[config.mk]
export PLATFORM = sky130hd
export DESIGN_NAME = shift_reg_sipo_rx
export DESIGN_NICKNAME = d
export VERILOG_FILES = /design/src/rtl/shift_reg_sipo_rx.sv
export SDC_FILE = /design/constraint.sdc
export NUM_CORES = 1
export LEC_CHECK = 0
export BUFFER_PORTS_ARGS = -buffer_cell sky130_fd_sc_hd__buf_2
export CORE_AREA = 2 2 59 61
export DETAILED_ROUTE_END_ITERATION = 6
export DIE_AREA = 0 0 61 63
export PLACE_DENSITY_LB_ADDON = 0.15
export RECOVER_POWER = 25
export SYNTH_ARGS = -nofsm -noshare
export SYNTH_HDL_FRONTEND = slang
export SYNTH_SLANG_ARGS = --single-unit
[constraint.sdc]
create_clock -name i_clk -period 1.8 [get_ports i_clk]
set_clock_uncertainty 0.05 [all_clocks]
set_input_delay 0.36 -clock i_clk [delete_from_list [all_inputs] [get_ports i_clk]]
set_output_delay 0.36 -clock i_clk [all_outputs]
set_load 0.05 [all_outputs]
[src/rtl/shift_reg_sipo_rx.sv]
// Serial-in/parallel-out receiver: frames start on i_start, bits are sampled on
// i_trigger, and each completed word is published on o_q with done/valid/overrun status.
module shift_reg_sipo_rx #(
  parameter int N         = 8,
  parameter bit MSB_FIRST = 1'b1
) (
  input  logic         i_clk,
  input  logic         i_reset_n,
  input  logic         i_trigger,
  input  logic         i_start,
  input  logic         i_d,
  input  logic         i_ack,
  output logic [N-1:0] o_q,
  output logic         o_busy,
  output logic         o_last_tick,
  output logic         o_done,
  output logic         o_valid,
  output logic         o_overrun
);

  localparam int CW = $clog2(N);
  localparam logic [CW-1:0] LAST_CNT = CW'(N - 1);

  typedef enum logic {
    IDLE = 1'b0,
    RECV = 1'b1
  } state_t;

  state_t         r_state, w_state_next;
  logic [CW-1:0]  r_cnt, w_cnt_next;
  logic [N-1:0]   r_sr, w_sr_next;
  logic [N-1:0]   r_q, w_q_next;
  logic [N-1:0]   w_shift;
  logic           r_done, w_done_next;
  logic           r_valid, w_valid_next;
  logic           r_overrun, w_overrun_next;
  logic           w_complete;

  // Shift value including the bit currently on i_d; used for both sampling and completion.
  generate
    if (MSB_FIRST) begin : g_msb_first
      assign w_shift = {r_sr[N-2:0], i_d};
    end else begin : g_lsb_first
      assign w_shift = {i_d, r_sr[N-1:1]};
    end
  endgenerate

  assign w_complete = (r_state == RECV) && i_trigger && (r_cnt == LAST_CNT);

  always_ff @(posedge i_clk or negedge i_reset_n) begin
    if (!i_reset_n) begin
      r_state   <= IDLE;
      r_cnt     <= '0;
      r_sr      <= '0;
      r_q       <= '0;
      r_done    <= 1'b0;
      r_valid   <= 1'b0;
      r_overrun <= 1'b0;
    end else begin
      r_state   <= w_state_next;
      r_cnt     <= w_cnt_next;
      r_sr      <= w_sr_next;
      r_q       <= w_q_next;
      r_done    <= w_done_next;
      r_valid   <= w_valid_next;
      r_overrun <= w_overrun_next;
    end
  end

  always_comb begin
    w_state_next   = r_state;
    w_cnt_next     = r_cnt;
    w_sr_next      = r_sr;
    w_q_next       = r_q;
    w_done_next    = 1'b0;
    w_valid_next   = r_valid;
    w_overrun_next = r_overrun;

    case (r_state)
      IDLE: begin
        if (i_start) begin
          w_state_next = RECV;
          w_cnt_next   = '0;
          w_sr_next    = '0;
        end
      end
      RECV: begin
        if (w_complete) begin
          // A coincident start chains straight into the next frame.
          w_q_next     = w_shift;
          w_cnt_next   = '0;
          w_sr_next    = '0;
          w_done_next  = 1'b1;
          w_state_next = i_start ? RECV : IDLE;
        end else if (i_start) begin
          w_cnt_next = '0;
          w_sr_next  = '0;
        end else if (i_trigger) begin
          w_sr_next  = w_shift;
          w_cnt_next = r_cnt + CW'(1);
        end
      end
      default: w_state_next = IDLE;
    endcase

    // A completion wins over a coincident ack: the new word is still unconsumed.
    if (w_complete) begin
      w_valid_next = 1'b1;
      if (!i_ack && r_valid) begin
        w_overrun_next = 1'b1;
      end
    end else if (i_ack) begin
      w_valid_next   = 1'b0;
      w_overrun_next = 1'b0;
    end
  end

  assign o_q         = r_q;
  assign o_busy      = (r_state == RECV);
  assign o_last_tick = (r_state == RECV) && (r_cnt == LAST_CNT);
  assign o_done      = r_done;
  assign o_valid     = r_valid;
  assign o_overrun   = r_overrun;

endmodule

==> flow_metrics.tcl <==
set metrics [dict create \
    cap_violations 0 \
    yosysMostFrequentCell "dfrtp_1" \
    diodes 0 \
    ir_drop_mv 0.349 \
    endpoint_kind "output pin" \
    fin_crit_ps 1790 \
    synth_edf_count 0 \
    critical_path_class "reg -> out" \
    synthArstFlopShare_pct 100 \
    synth_common_cells "22 x dfrtp_1, 12 x nand2_1, 11 x a21oi_1, 9 x nand4b_1, 8 x mux2_2" \
    seqPwrFrac_pct 61.0 \
    die_w_um 61 \
    cts_tree "done" \
    ys_seq_area_share_pct 59.8 \
    ioPinCount 19 \
    cts_buffer_depth 2 \
    grt_usage_pct 10.7 \
    die_h_um 63 \
    cp-start-kind "register" \
    p_sw_share_pct 22.4 \
    rows 21 \
    crit_arrival_ps 1380 \
    clock_sinks 22 \
    clk_latency_ps 300 \
    hold_viol 0 \
    num-nets-final 109 \
    total_power_uw 827 \
    netlist-cell-type-count 14 \
    ant_nets 0 \
    ys_warn_count 0 \
    dieArea_um2 3840 \
    cts-htree-levels 1 \
    drive_above_1_share_pct 39.0 \
    num_vias 681 \
    yosysTopAreaCell "dfrtp_1" \
    area_growth_pct 25.3 \
    power_leakage_nw 0.574 \
    status "finished, final reports clean" \
    synth.area.top_cells "dfrtp_1 60%, mux2_2 9.8%, nand4b_1 8.6%, a21oi_1 6.0%, nand2_1 4.9%" \
    routed_via_density 4.66 \
    syn_area_per_cell_um2 12.0 \
    grt_overflow 0 \
    path_max_fanout 2 \
    drt_iter0_markers 16 \
    share_comb_of_total_power_pct 5.8 \
    ys_seq_elements 22 \
    setup_viol 0 \
    rsz0062_at_grt "yes" \
    min_path_type "in -> reg" \
    synthCells 77 \
    worst_slew_pin_slew_ps 553 \
    fin_tns_setup_ps 0 \
    hpwl_um 1190 \
    switching_power_uw 185 \
    wl_per_cell_um 12.4 \
    max_stage_delay_ps 420 \
    wl_um 1820 \
    synth-main-ff-cell "dfrtp_1" \
    drc 0 \
    slew_viol_final 0 \
    start_util_pct 28.5 \
    post-route-period-util_pct 99.6 \
    antenna_found_initial 0 \
    synth_nets 85 \
    powerDensity_nw_per_um2 717 \
    clk_pin_slew_ps 120 \
    cellInternalPower_uw 641 \
    place_congestion 0.658 \
    fillers 353 \
    slew_headroom_pct 63.1 \
    drt-pass1-iter-count 4 \
    cts_root_buf "clkbuf_4" \
    grt_pass1_vias 684 \
    p_clk_share_pct 33.1 \
    cp_data_required_time_ps 1390 \
    port_buffers 18 \
    hold_slack_ps 262 \
    crit_slowest_cell "dfrtp_1" \
    cts_inserted_buffers 3 \
    fmax_ghz 0.558 \
    grt_max_degree 23 \
    worstPathCellList "ha_2 > ha_4 > and2_4 > buf_6" \
    grt_pass1_wl_um 3190 \
    syn_area_um2 921 \
    coreArea_um2 3230 \
    synth_top_area_share_pct 59.8 \
]
worst max-delay path: cells and delay by family, from the launching register on:
kind,cells,cell delay [ps]
fa+ha+maj,2,370
simple gates,1,150
buf+inv,1,140
flops,1,420
state kept, by name, summed over array words and instances, names as in the netlist:
register   cells
o_busy         1
o_q            8
o_valid        1
o_done         1
r_sr           7
o_overrun      1
r_cnt          3
per-layer routing:
metal  part of all wire (%)  up-vias  global-route usage, %
met5                      0        -                      0
met4                    1.4        0                   3.26
met3                    4.6        4                   1.86
met2                     45       17                   15.5
met1                     49      338                   16.1
li1                       -      322                      -
cell type report:
cell class,count,area (µm²),share of cell area (%)
clock buffer,4,36.3,3.15
tap,46,57.6,4.99
multi-input combinational,48,358,31.0
timing repair buffer,24,144,12.5
sequential,22,551,47.7
inverter,2,7.51,0.651
power by group through the flow:
stage	Sequential (mW)	Clock (mW)	Combinational, mW
2_1_floorplan	0.513	0	0.0201
3_3_place_gp	0.514	0	0.0435
3_5_place_dp	0.514	0	0.0440
4_1_cts	0.504	0.285	0.0494
5_1_grt	0.506	0.314	0.0554
6_report	0.505	0.274	0.0483
path summary, 6_finish.rpt:
kind | from | endpoint | slack [ps] | depth (start not counted)
min | i_d | o_q[0] | 260 | 2
max in group asynchronous | i_reset_n | r_sr[2] | 830 | 2
max reg2reg | r_cnt[0] | o_q[1] | 140 | 5
max | r_cnt[0] | o_last_tick | 8 | 4
min reg2reg | o_q[6] | o_q[6] | 460 | 1
min in group asynchronous | i_reset_n | r_sr[3] | 510 | 2
cell usage in the layout, fill, tap and decap left out:
| cell | count |
|---|---|
| ha_4 | 1 |
| a21oi_1 | 11 |
| nand3_2 | 1 |
| dfrtp_1 | 22 |
| ha_2 | 1 |
| nand4b_1 | 9 |
| o2bb2ai_1 | 1 |
| buf_6 | 1 |
| inv_1 | 2 |
| a21o_1 | 2 |
| mux2_2 | 8 |
| nand2_1 | 12 |
| and2_4 | 1 |
| or3_1 | 1 |
| buf_4 | 5 |
| dlygate4sd3_1 | 1 |
| buf_2 | 16 |
| clkbuf_4 | 3 |
| clkbuf_2 | 1 |
| clkbuf_8 | 1 |
cell families (layout without fill, tap and decap cells):
family          after synthesis  after routing  synth area share [%]
flops                        22             22                  59.8
compound gates               14             14                  8.56
fa+ha+maj                     2              2                  2.72
buf+inv                       7             30                  3.26
simple gates                 24             24                  15.9
mux                           8              8                  9.78
through the flow:
stage / setup slack (ps) / area (µm²) / cells / utilization [%]
floorplan: 13.6 / 921 / 77 / -
finish: 7.93 / 1150 / 146 / 35.7
global route: -55.4 / 1150 / 146 / 35.7
CTS: 0.154 / 1150 / 146 / 35.6
global placement: 162 / 1070 / 139 / 33.1
detailed placement: 122 / 1070 / 139 / 33.1
timing repair:
action,in CTS,in global routing
pin swaps,1,1
hold buffers,1,0
gates resized for setup,5,1
endpoints found under the setup margin,1,1
buffers inserted,2,0
cloned,0,0
endpoints found under the hold margin,22,0
Note: power is estimated with default switching activity, not from simulation.
